## config.mk

```make
export PLATFORM = sky130hd
export DESIGN_NAME = nmcu_mem_arbiter
export DESIGN_NICKNAME = d
export VERILOG_FILES = /design/src/rtl/nmcu_pkg.sv /design/src/rtl/nmcu_rr_arbiter.sv /design/src/rtl/nmcu_mem_arbiter.sv
export SDC_FILE = /design/constraint.sdc
export NUM_CORES = 1
export LEC_CHECK = 0
export ABC_AREA = 1
export BUFFER_PORTS_ARGS = -buffer_cell sky130_fd_sc_hd__buf_2
export CORE_AREA = 2 2 189 191
export DETAILED_ROUTE_END_ITERATION = 7
export DIE_AREA = 0 0 191 193
export SLEW_MARGIN = 20
export SYNTH_ARGS = -nofsm -noshare
export SYNTH_HDL_FRONTEND = slang
export SYNTH_SLANG_ARGS = --single-unit
```

## constraint.sdc

```tcl
create_clock -name clk -period 4.8 [get_ports clk]
set_input_delay 0.48 -clock clk [delete_from_list [all_inputs] [get_ports clk]]
set_output_delay 0.48 -clock clk [all_outputs]
set_load 0.01 [all_outputs]
```

## src/rtl/nmcu_pkg.sv

```systemverilog
`default_nettype none
// ============================================================================
// Module : nmcu_pkg
// Brief  : Shared NMCU types and constants, including the memory-arbiter tag.
// Rev    : 1.0
// ============================================================================
package nmcu_pkg;

    localparam int DATA_WIDTH      = 32;
    localparam int ADDR_WIDTH      = 16;
    localparam int MEM_LATENCY     = 3;
    localparam int MEM_ARB_NUM_REQ = 4;
    localparam int ID_W            = 3;
    localparam int ARB_PERF_CNT_W  = 32;

    typedef struct packed {
        logic                  valid;
        logic                  write_en;
        logic [ADDR_WIDTH-1:0] addr;
        logic [DATA_WIDTH-1:0] wdata;
    } mem_req_t;

    typedef struct packed {
        logic                  valid;
        logic [DATA_WIDTH-1:0] rdata;
    } mem_resp_t;

    typedef struct packed {
        logic            issued;
        logic            is_write;
        logic [ID_W-1:0] id;
    } mem_arb_tag_t;

endpackage
`default_nettype wire

```

## src/rtl/nmcu_rr_arbiter.sv

```systemverilog
`default_nettype none
// ============================================================================
// Module : nmcu_rr_arbiter
// Brief  : Combinational round-robin pick over an eligibility mask + rr_ptr.
// Rev    : 1.0
// ============================================================================
module nmcu_rr_arbiter #(
    parameter  int NUM_REQ = 4,
    localparam int PTR_W   = (NUM_REQ > 1) ? $clog2(NUM_REQ) : 1
) (
    input  logic               clk,
    input  logic               rst_n,
    input  logic [NUM_REQ-1:0] eligible_i,
    output logic [NUM_REQ-1:0] grant_o,
    output logic               grant_valid_o,
    output logic [PTR_W-1:0]   grant_idx_o
);

    localparam logic [PTR_W:0] N_EXT = (PTR_W + 1)'(NUM_REQ);

    logic [PTR_W-1:0] rr_ptr_q, rr_ptr_d;
    logic [PTR_W:0]   cand;
    logic [PTR_W:0]   nxt;
    logic             found;

    // Walk from rr_ptr, wrapping modulo NUM_REQ, and take the first eligible index
    always_comb begin
        found       = 1'b0;
        grant_idx_o = '0;
        cand        = '0;
        for (int off = 0; off < NUM_REQ; off++) begin
            cand = {1'b0, rr_ptr_q} + (PTR_W + 1)'(off);
            if (cand >= N_EXT) begin
                cand = cand - N_EXT;
            end
            if (!found && eligible_i[cand[PTR_W-1:0]]) begin
                found       = 1'b1;
                grant_idx_o = cand[PTR_W-1:0];
            end
        end
    end

    assign grant_valid_o = found;
    assign grant_o       = found ? (NUM_REQ'(1) << grant_idx_o) : '0;

    always_comb begin
        nxt = {1'b0, grant_idx_o} + (PTR_W + 1)'(1);
        if (nxt >= N_EXT) begin
            nxt = '0;
        end
        rr_ptr_d = found ? nxt[PTR_W-1:0] : rr_ptr_q;
    end

    always_ff @(posedge clk or negedge rst_n) begin
        if (!rst_n) begin
            rr_ptr_q <= '0;
        end else begin
            rr_ptr_q <= rr_ptr_d;
        end
    end

endmodule
`default_nettype wire

```

## src/rtl/nmcu_mem_arbiter.sv

```systemverilog
`default_nettype none
// ============================================================================
// Module : nmcu_mem_arbiter
// Brief  : Round-robin memory arbiter with fixed-latency shadow-tag response
//          routing. Define NMCU_MEM_ARB_PERF_EN to build the perf counters.
// Rev    : 1.0
// ============================================================================
module nmcu_mem_arbiter #(
    parameter int NUM_REQ    = nmcu_pkg::MEM_ARB_NUM_REQ,
    parameter int DATA_WIDTH = nmcu_pkg::DATA_WIDTH,
    parameter int ADDR_WIDTH = nmcu_pkg::ADDR_WIDTH,
    parameter int LATENCY    = nmcu_pkg::MEM_LATENCY
) (
    input  logic                                       clk,
    input  logic                                       rst_n,
    input  logic [NUM_REQ-1:0]                         req_valid_i,
    output logic [NUM_REQ-1:0]                         req_ready_o,
    input  logic [NUM_REQ-1:0]                         req_write_i,
    input  logic [NUM_REQ*ADDR_WIDTH-1:0]              req_addr_i,
    input  logic [NUM_REQ*DATA_WIDTH-1:0]              req_wdata_i,
    output logic [NUM_REQ-1:0]                         resp_valid_o,
    output logic [DATA_WIDTH-1:0]                      resp_rdata_o,
    output logic                                       resp_is_write_o,
    output nmcu_pkg::mem_req_t                         mem_req_o,
    input  nmcu_pkg::mem_resp_t                        mem_resp_i,
    output logic                                       err_o,
    output logic [NUM_REQ*nmcu_pkg::ARB_PERF_CNT_W-1:0] perf_grant_cnt_o,
    output logic [nmcu_pkg::ARB_PERF_CNT_W-1:0]        perf_stall_cnt_o
);

    import nmcu_pkg::*;

    localparam int PTR_W = (NUM_REQ > 1) ? $clog2(NUM_REQ) : 1;

    logic [NUM_REQ-1:0] eligible;
    logic [NUM_REQ-1:0] grant;
    logic               grant_valid;
    logic [PTR_W-1:0]   grant_idx;
    logic               rd_blk;

    mem_arb_tag_t tag_q [LATENCY+1];
    mem_arb_tag_t tag_d;

    logic            wr_exp, rd_exp, exp_any, hit;
    logic [ID_W-1:0] exp_id;
    logic            err_q, err_d;

    // A write issued now would ack in the same cycle as the read issued LATENCY cycles ago
    assign rd_blk   = tag_q[LATENCY-1].issued & ~tag_q[LATENCY-1].is_write;
    assign eligible = req_valid_i & ~(req_write_i & {NUM_REQ{rd_blk}});

    nmcu_rr_arbiter #(
        .NUM_REQ (NUM_REQ)
    ) u_rr (
        .clk           (clk),
        .rst_n         (rst_n),
        .eligible_i    (eligible),
        .grant_o       (grant),
        .grant_valid_o (grant_valid),
        .grant_idx_o   (grant_idx)
    );

    assign req_ready_o = grant;

    always_comb begin
        mem_req_o = '0;
        if (grant_valid) begin
            mem_req_o.valid    = 1'b1;
            mem_req_o.write_en = req_write_i[grant_idx];
            mem_req_o.addr     = req_addr_i[grant_idx*ADDR_WIDTH +: ADDR_WIDTH];
            mem_req_o.wdata    = req_wdata_i[grant_idx*DATA_WIDTH +: DATA_WIDTH];
        end
    end

    always_comb begin
        tag_d          = '0;
        tag_d.issued   = grant_valid;
        tag_d.is_write = grant_valid & req_write_i[grant_idx];
        tag_d.id       = grant_valid ? ID_W'(grant_idx) : '0;
    end

    always_ff @(posedge clk or negedge rst_n) begin
        if (!rst_n) begin
            for (int k = 0; k <= LATENCY; k++) begin
                tag_q[k] <= '0;
            end
        end else begin
            tag_q[0] <= tag_d;
            for (int k = 1; k <= LATENCY; k++) begin
                tag_q[k] <= tag_q[k-1];
            end
        end
    end

    // Write acks surface at stage 0, read data at stage LATENCY; never both at once
    assign wr_exp  = tag_q[0].issued & tag_q[0].is_write;
    assign rd_exp  = tag_q[LATENCY].issued & ~tag_q[LATENCY].is_write;
    assign exp_any = wr_exp | rd_exp;
    assign exp_id  = wr_exp ? tag_q[0].id : tag_q[LATENCY].id;
    assign hit     = mem_resp_i.valid & exp_any;

    assign resp_valid_o    = hit ? (NUM_REQ'(1) << exp_id) : '0;
    assign resp_is_write_o = hit & wr_exp;
    assign resp_rdata_o    = (hit & ~wr_exp) ? mem_resp_i.rdata : '0;

    assign err_d = err_q | (mem_resp_i.valid ^ exp_any);

    always_ff @(posedge clk or negedge rst_n) begin
        if (!rst_n) begin
            err_q <= 1'b0;
        end else begin
            err_q <= err_d;
        end
    end

    assign err_o = err_q;

`ifdef NMCU_MEM_ARB_PERF_EN
    logic [ARB_PERF_CNT_W-1:0] stall_q;

    generate
        for (genvar g = 0; g < NUM_REQ; g++) begin : g_grant_cnt
            logic [ARB_PERF_CNT_W-1:0] cnt_q;
            always_ff @(posedge clk or negedge rst_n) begin
                if (!rst_n) begin
                    cnt_q <= '0;
                end else if (grant[g] && (cnt_q != '1)) begin
                    cnt_q <= cnt_q + ARB_PERF_CNT_W'(1);
                end
            end
            assign perf_grant_cnt_o[g*ARB_PERF_CNT_W +: ARB_PERF_CNT_W] = cnt_q;
        end
    endgenerate

    always_ff @(posedge clk or negedge rst_n) begin
        if (!rst_n) begin
            stall_q <= '0;
        end else if ((|req_valid_i) && !grant_valid && (stall_q != '1)) begin
            stall_q <= stall_q + ARB_PERF_CNT_W'(1);
        end
    end

    assign perf_stall_cnt_o = stall_q;
`else
    assign perf_grant_cnt_o = '0;
    assign perf_stall_cnt_o = '0;
`endif

endmodule
`default_nettype wire

```

==> metrics.txt, run 1 <==
# TYPE chip_impl_metric gauge
chip_impl_info{name="netlist.top_cell.by_area",value="buf_4"} 1
chip_impl_metric{name="post-cts-setup-buffer-count",unit=""} 0
chip_impl_metric{name="fp.coreArea",unit="µm²"} 35000
chip_impl_metric{name="floorplan.die_area",unit="µm²"} 36900
chip_impl_metric{name="synthAdderAreaFrac",unit=""} 0.0121
chip_impl_info{name="synth.area.top_cells",value="buf_4 (24%), inv_1 (17%), nand4_1 (12%), nand3_1 (11%), dfrtp_1 (9.2%)"} 1
chip_impl_metric{name="critical_path.max_fanout",unit=""} 84
chip_impl_metric{name="grt_start_max_net_pins",unit=""} 99
chip_impl_info{name="cts.root.buffer_cell",value="clkbuf_16"} 1
chip_impl_metric{name="synth.mux.area_fraction",unit=""} 0.00193
chip_impl_metric{name="maxSlewViolCount",unit=""} 0
chip_impl_metric{name="final.setup_skew",unit="ps"} 0.694
chip_impl_metric{name="min_period",unit="ps"} 3930
chip_impl_metric{name="cts.sinks",unit=""} 19
chip_impl_info{name="cp-start-kind",value="flip-flop"} 1
chip_impl_metric{name="place.gp.congestion",unit=""} 0.842
chip_impl_info{name="critPathCaptureType",value="output port"} 1
chip_impl_metric{name="net_count_reported_at_finish",unit=""} 1456
chip_impl_metric{name="irDropWorstVdd",unit="mV"} 0.599
chip_impl_metric{name="final_hold_viol_count",unit=""} 0
chip_impl_info{name="result_of_the_run",value="complete, no violations"} 1
chip_impl_metric{name="power_leakage",unit="nW"} 4.45
chip_impl_metric{name="dp_hpwl",unit="mm"} 16.5
chip_impl_metric{name="area_growth_syn_to_layout",unit="%"} 28.8
chip_impl_info{name="grt_setup_unrepaired",value="no"} 1
chip_impl_metric{name="worst_path_required",unit="ps"} 4320
chip_impl_metric{name="cell_area_after_synthesis",unit="µm²"} 5180
chip_impl_info{name="clock_tree_from_tritoncts",value="yes"} 1
chip_impl_metric{name="first_pass_iters",unit=""} 7
chip_impl_info{name="timing_worst_setup_path_type",value="reg -> out"} 1
chip_impl_metric{name="rows",unit=""} 69
chip_impl_metric{name="avgRoutedWirePerCell",unit="µm"} 12.1
chip_impl_metric{name="drt_antenna_net_count",unit=""} 0
chip_impl_info{name="timing.rr.start",value="u_rr.rr_ptr_q[0]$_DFFE_PN0P_"} 1
chip_impl_metric{name="postRouteWirelength",unit="mm"} 20.2
chip_impl_metric{name="r2r_cells",unit=""} 12
chip_impl_metric{name="postSynthRegisterBits",unit=""} 19
chip_impl_metric{name="global_route_wire_length_before_repair",unit="mm"} 29.1
chip_impl_metric{name="yosys.cell_types.count",unit=""} 24
chip_impl_info{name="largest_family_of_logic_cells_by_synthesized_area",value="buffers and inverters"} 1
chip_impl_metric{name="netlist.area_leader.share",unit=""} 0.239
chip_impl_metric{name="antenna_cells",unit=""} 0
chip_impl_metric{name="critPathArrivalTime",unit="ps"} 3450
chip_impl_metric{name="final.period_utilization",unit=""} 0.818
chip_impl_metric{name="yosysWarnings",unit=""} 0
chip_impl_metric{name="numCtsBuffers",unit=""} 3
chip_impl_metric{name="postSynthCellCount",unit=""} 941
chip_impl_metric{name="synth_compound_area_frac",unit=""} 0.0543
chip_impl_metric{name="avgSynthCellArea",unit="µm²"} 5.51
chip_impl_metric{name="htree_num_levels",unit=""} 1
chip_impl_metric{name="buffer_ports.inserted",unit=""} 326
chip_impl_metric{name="synth_xor_xnor_area_share",unit=""} 0.00483
chip_impl_metric{name="detail_route.drc_violations",unit=""} 0
chip_impl_metric{name="ios",unit=""} 487
chip_impl_metric{name="powerDensity",unit="nW/µm²"} 933
chip_impl_metric{name="cts.hold.buffers_added",unit=""} 0
chip_impl_metric{name="synth-seq-area-share",unit=""} 0.0917
chip_impl_metric{name="vias_in_the_first_global_route",unit=""} 5597
chip_impl_info{name="final_common_cell",value="buf_2"} 1
chip_impl_metric{name="grt.total_usage",unit=""} 0.0996
chip_impl_metric{name="setup_violations",unit=""} 0
chip_impl_metric{name="finalSetupTns",unit="ps"} 0
chip_impl_info{name="final_cell_mix",value="buf_2 (326), inv_1 (241), conb_1 (160)"} 1
chip_impl_metric{name="drive_above_1_share",unit=""} 0.292
chip_impl_metric{name="worst_slew_pin_slew",unit="ps"} 1080
chip_impl_metric{name="die_width",unit="µm"} 191
chip_impl_metric{name="synthSimpleGateAreaFrac",unit=""} 0.367
chip_impl_metric{name="fp.dieH",unit="µm"} 193
chip_impl_metric{name="post_drt_via_cell_ratio",unit=""} 3.86
chip_impl_metric{name="max-cap-violations",unit=""} 0
chip_impl_metric{name="grt_remaining_overflow",unit=""} 0
chip_impl_metric{name="postLayoutCoreUtil",unit=""} 0.191
chip_impl_metric{name="dr.first_iter.drc_count",unit=""} 301
chip_impl_info{name="crit_start",value="u_rr.rr_ptr_q[0]$_DFFE_PN0P_"} 1
chip_impl_info{name="hp-class",value="in -> async"} 1
chip_impl_metric{name="clk_path_buf_depth",unit=""} 2
chip_impl_metric{name="worst_slew_margin_rel",unit=""} 0.277
chip_impl_metric{name="initial_core_util",unit=""} 0.148
chip_impl_metric{name="maximum_operating_frequency",unit="MHz"} 255
chip_impl_metric{name="dr_total_vias",unit=""} 6464
chip_impl_metric{name="clk_transition_reported_paths",unit="ps"} 50
chip_impl_metric{name="clkLatencyLatePin",unit="ps"} 250
chip_impl_metric{name="grt_antenna_before_repair",unit=""} 1
chip_impl_metric{name="post_cts_resize_count",unit=""} 0
## cell type report
class | instances | area [µm²]
repair buffers | 335 | 1710
clock buffers | 3 | 75.1
clock inverters | 1 | 5.00
multi-input cells | 612 | 2910
fillers | 4107 | 28300
flip-flops and latches | 19 | 475
inverters | 245 | 920
well taps | 461 | 577
## worst max-delay path, stage by stage, from the launching register on
cell and delay (ps):
dfrtp_1 580, inv_2 170, nand3_2 120, nand2_1 120, o21ai_4 250, nand2_1 130
nand2_4 390, nand3_4 330, buf_12 290, nand2_1 130, nand3_1 80, a21oi_1 270
buf_2 190
## synth_stat cells, drive strengths merged
| library cell | count |
|---|---|
| a21oi | 50 |
| buf | 201 |
| clkbuf | 23 |
| conb | 1 |
| dfrtp | 19 |
| ha | 5 |
| inv | 245 |
| mux2i | 1 |
| nand2 | 125 |
| nand3 | 120 |
| nand4 | 102 |
| nor2 | 41 |
| o21ai | 4 |
| or2 | 2 |
| xnor2 | 1 |
| xor2 | 1 |
## worst paths after layout
path | end | slack [ps]
min | tag_q[16]$_DFF_PN0_ | 170
max | mem_req_o[48] | 870
min in group clk | tag_q[9]$_DFF_PN0_ | 350
min reg2reg | tag_q[9]$_DFF_PN0_ | 350
max reg2reg | u_rr.rr_ptr_q[1]$_DFFE_PN0P_ | 1570
max in group asynchronous | err_o$_DFF_PN0_ | 4340
## layer usage
| layer | GRT usage | routed length [µm] | vias up |
|---|---|---|---|
| met2 | 0.182 | 9930 | 411 |
| met1 | 0.124 | 8210 | 2900 |
| met3 | 0.0105 | 1720 | 23 |
| met5 | 0 | 13 | - |
| met4 | 0.0247 | 369 | 2 |
| li1 | - | - | 3128 |
## flip-flops by register name, indices dropped and copies added (netlist names)
| signal | flops |
|---|---|
| err_o | 1 |
| tag_q | 16 |
| u_rr.rr_ptr_q | 2 |
## cell families after synthesis
| group | count (synthesis) |
|---|---|
| adders and majority gates | 5 |
| and+or+nand+nor | 390 |
| muxes | 1 |
| xor gates and xnor gates | 2 |
| buffers and inverters | 469 |
| other | 1 |
| AOI/OAI and AO/OA | 54 |
| DFF | 19 |
## where the power goes
part           internal (mW)  leakage, nW  switching (mW)
registers              0.231        0.214          0.0512
logic                   1.93         4.19            3.85
clock network          0.112       0.0409          0.0592
## through the flow
step / std cells / hold WS [ps] / cell area, µm² / setup WS [ps] / power (mW)
2_1_floorplan: 1100 / 184 / 5780 / 2400 / 4.21
3_3_place_gp: 1672 / 333 / 6600 / 1210 / 6.10
3_5_place_dp: 1672 / 336 / 6600 / 1160 / 6.13
4_1_cts: 1676 / 169 / 6680 / 900 / 6.33
5_1_grt: 1676 / 182 / 6680 / 639 / 6.92
6_report: 1676 / 166 / 6680 / 873 / 6.23
Note: power is estimated with default switching activity, not from simulation.
==> inputs of run 2 (changes only) <==
==> constraint.sdc (replaced) <==
create_clock -name clk -period 3.8 [get_ports clk]
set_input_delay 0.38 -clock clk [delete_from_list [all_inputs] [get_ports clk]]
set_output_delay 0.38 -clock clk [all_outputs]
set_load 0.01 [all_outputs]
==> run 2 against run 1 <==
Effect of this change:
- final area increased by 0.77%
- clock skew increased by 1.6 ps
- clock power is 23% higher
- critical path depth is the same
- hold slack worse by 110 ps
- clock-buffer cell count rose by 1
- flip-flop and latch count unchanged
- largest power group unchanged
==> metrics.txt, run 2 (synthesis results as in run 1) <==
# TYPE chip_impl_metric gauge
chip_impl_info{name="final_cell_mix",value="buf_2 (326), inv_1 (241), conb_1 (160)"} 1
chip_impl_metric{name="cts.sinks",unit=""} 19
chip_impl_metric{name="detail_route.drc_violations",unit=""} 0
chip_impl_info{name="timing.rr.start",value="u_rr.rr_ptr_q[0]$_DFFE_PN0P_"} 1
chip_impl_metric{name="maximum_operating_frequency",unit="MHz"} 302
chip_impl_metric{name="final_cell_count_no_fill",unit=""} 1678
chip_impl_metric{name="final.setup_skew",unit="ps"} 2.26
chip_impl_metric{name="first_pass_iters",unit=""} 5
chip_impl_metric{name="numCtsBuffers",unit=""} 3
chip_impl_metric{name="avgRoutedWirePerCell",unit="µm"} 12.2
chip_impl_metric{name="rows",unit=""} 69
chip_impl_metric{name="critPathArrivalTime",unit="ps"} 2930
chip_impl_metric{name="die_width",unit="µm"} 191
chip_impl_info{name="crit_start",value="u_rr.rr_ptr_q[0]$_DFFE_PN0P_"} 1
chip_impl_metric{name="max-cap-violations",unit=""} 0
chip_impl_metric{name="pre_cts_ws",unit="ps"} 735
chip_impl_metric{name="vias_in_the_first_global_route",unit=""} 5567
chip_impl_metric{name="irDropWorstVdd",unit="mV"} 0.603
chip_impl_metric{name="postRouteWirelength",unit="mm"} 20.5
chip_impl_metric{name="worst_path_required",unit="ps"} 3420
chip_impl_metric{name="largest_reg_flops",unit=""} 16
chip_impl_metric{name="powerDensity",unit="nW/µm²"} 1200
chip_impl_metric{name="post-route-worst-setup-slack",unit="ps"} 487
chip_impl_info{name="grt_setup_unrepaired",value="no"} 1
chip_impl_metric{name="worst_slew_pin_slew",unit="ps"} 990
chip_impl_info{name="hp-class",value="in -> async"} 1
chip_impl_metric{name="finalSetupTns",unit="ps"} 0
chip_impl_metric{name="global_route_wire_length_before_repair",unit="mm"} 29.0
chip_impl_metric{name="net_count_reported_at_finish",unit=""} 1458
chip_impl_info{name="final_common_cell",value="buf_2"} 1
chip_impl_metric{name="critical_path.max_fanout",unit=""} 52
chip_impl_metric{name="clk_transition_reported_paths",unit="ps"} 50
chip_impl_metric{name="buffer_ports.inserted",unit=""} 326
chip_impl_metric{name="floorplan.die_area",unit="µm²"} 36900
chip_impl_metric{name="area_growth_syn_to_layout",unit="%"} 29.8
chip_impl_info{name="result_of_the_run",value="complete, no violations"} 1
chip_impl_metric{name="final_hold_viol_count",unit=""} 0
chip_impl_metric{name="grt.total_usage",unit=""} 0.0992
chip_impl_metric{name="post_cts_resize_count",unit=""} 0
chip_impl_metric{name="holdWs",unit="ps"} 59.4
chip_impl_metric{name="place.gp.congestion",unit=""} 0.843
chip_impl_metric{name="maxSlewViolCount",unit=""} 0
chip_impl_metric{name="dp_hpwl",unit="mm"} 16.3
chip_impl_metric{name="htree_num_levels",unit=""} 1
chip_impl_metric{name="ios",unit=""} 487
chip_impl_metric{name="post_drt_via_cell_ratio",unit=""} 3.89
chip_impl_metric{name="postLayoutCoreUtil",unit=""} 0.192
chip_impl_metric{name="dp.cells",unit=""} 1674
chip_impl_metric{name="antenna_cells",unit=""} 0
chip_impl_info{name="rr_endpoint",value="u_rr.rr_ptr_q[1]$_DFFE_PN0P_"} 1
chip_impl_metric{name="dr_total_vias",unit=""} 6520
chip_impl_metric{name="drive_above_1_share",unit=""} 0.293
chip_impl_info{name="timing_worst_setup_path_type",value="reg -> out"} 1
chip_impl_metric{name="initial_core_util",unit=""} 0.148
chip_impl_metric{name="final.period_utilization",unit=""} 0.872
chip_impl_metric{name="grt_antenna_before_repair",unit=""} 3
chip_impl_metric{name="post-cts-setup-buffer-count",unit=""} 0
chip_impl_info{name="clock_tree_from_tritoncts",value="yes"} 1
chip_impl_metric{name="setup_violations",unit=""} 0
chip_impl_metric{name="grt_start_max_net_pins",unit=""} 99
chip_impl_metric{name="fp.coreArea",unit="µm²"} 35000
chip_impl_metric{name="dr.first_iter.drc_count",unit=""} 311
chip_impl_info{name="largest-register",value="tag_q"} 1
chip_impl_metric{name="power_leakage",unit="nW"} 4.47
chip_impl_info{name="cp-start-kind",value="flip-flop"} 1
chip_impl_metric{name="grt_remaining_overflow",unit=""} 0
chip_impl_metric{name="clk_path_buf_depth",unit=""} 2
chip_impl_metric{name="r2r_cells",unit=""} 11
chip_impl_metric{name="min_period",unit="ps"} 3310
chip_impl_metric{name="regToRegSetupSlack",unit="ps"} 980
chip_impl_metric{name="fp.dieH",unit="µm"} 193
chip_impl_metric{name="cts.hold.buffers_added",unit=""} 0
chip_impl_info{name="cts.root.buffer_cell",value="clkbuf_16"} 1
chip_impl_metric{name="drt_antenna_net_count",unit=""} 0
chip_impl_metric{name="clkLatencyLatePin",unit="ps"} 250
chip_impl_info{name="critPathCaptureType",value="output port"} 1
chip_impl_metric{name="worst_slew_margin_rel",unit=""} 0.339
==> run 2: cell count changes in the layout (fill, tap and decap cells not counted) <==
cell      previous run  this run
buf_12               1         4
clkbuf_1             0         1
clkinv_2             1         0
buf_4                8         7
==> run 2: worst max path at each step <==
stage / to / slack (ps) / cells past startpoint
after CTS: req_ready_o[2] / 480 / 12
after detailed placement: req_ready_o[2] / 740 / 12
after global placement: req_ready_o[2] / 770 / 12
after floorplan: mem_req_o[48] / 1500 / 13
final: req_ready_o[2] / 490 / 12
after global routing: req_ready_o[2] / 260 / 12
==> run 2: cell type report <==
class,count,area (µm²)
multi-input combinational,612,2910
inverter,245,920
timing repair buffer,337,1760
tap,461,577
fill,4046,28200
sequential,19,475
clock buffer,4,78.8
==> run 2: power by group <==
group | switching, mW | internal [mW]
logic | 4.94 | 2.54
clock network | 0.0673 | 0.142
registers | 0.0671 | 0.292
==> run 2: per-layer routing <==
metal  GRT usage  part of all wire  up-vias
li1            -                 -     3129
met1       0.119              0.40     2950
met2       0.183              0.49      408
met3      0.0141             0.090       29
met4      0.0280             0.022        4
met5           0            0.0013        -
==> run 2: worst max-delay path, stage by stage (launching register included) <==
cell,delay [ps]
dfrtp_1,580
inv_2,160
nand3_2,110
nand2_1,110
o21ai_4,250
nand4_1,140
nand2_2,110
buf_4,550
inv_1,200
ha_1,230
inv_1,50
nor2_1,40
buf_2,140
==> run 2: stage by stage <==
step	total power, mW	area (µm²)
2_1_floorplan	5.32	5780
3_3_place_gp	7.81	6650
3_5_place_dp	7.83	6650
4_1_cts	8.08	6730
5_1_grt	8.82	6730
6_report	8.04	6730
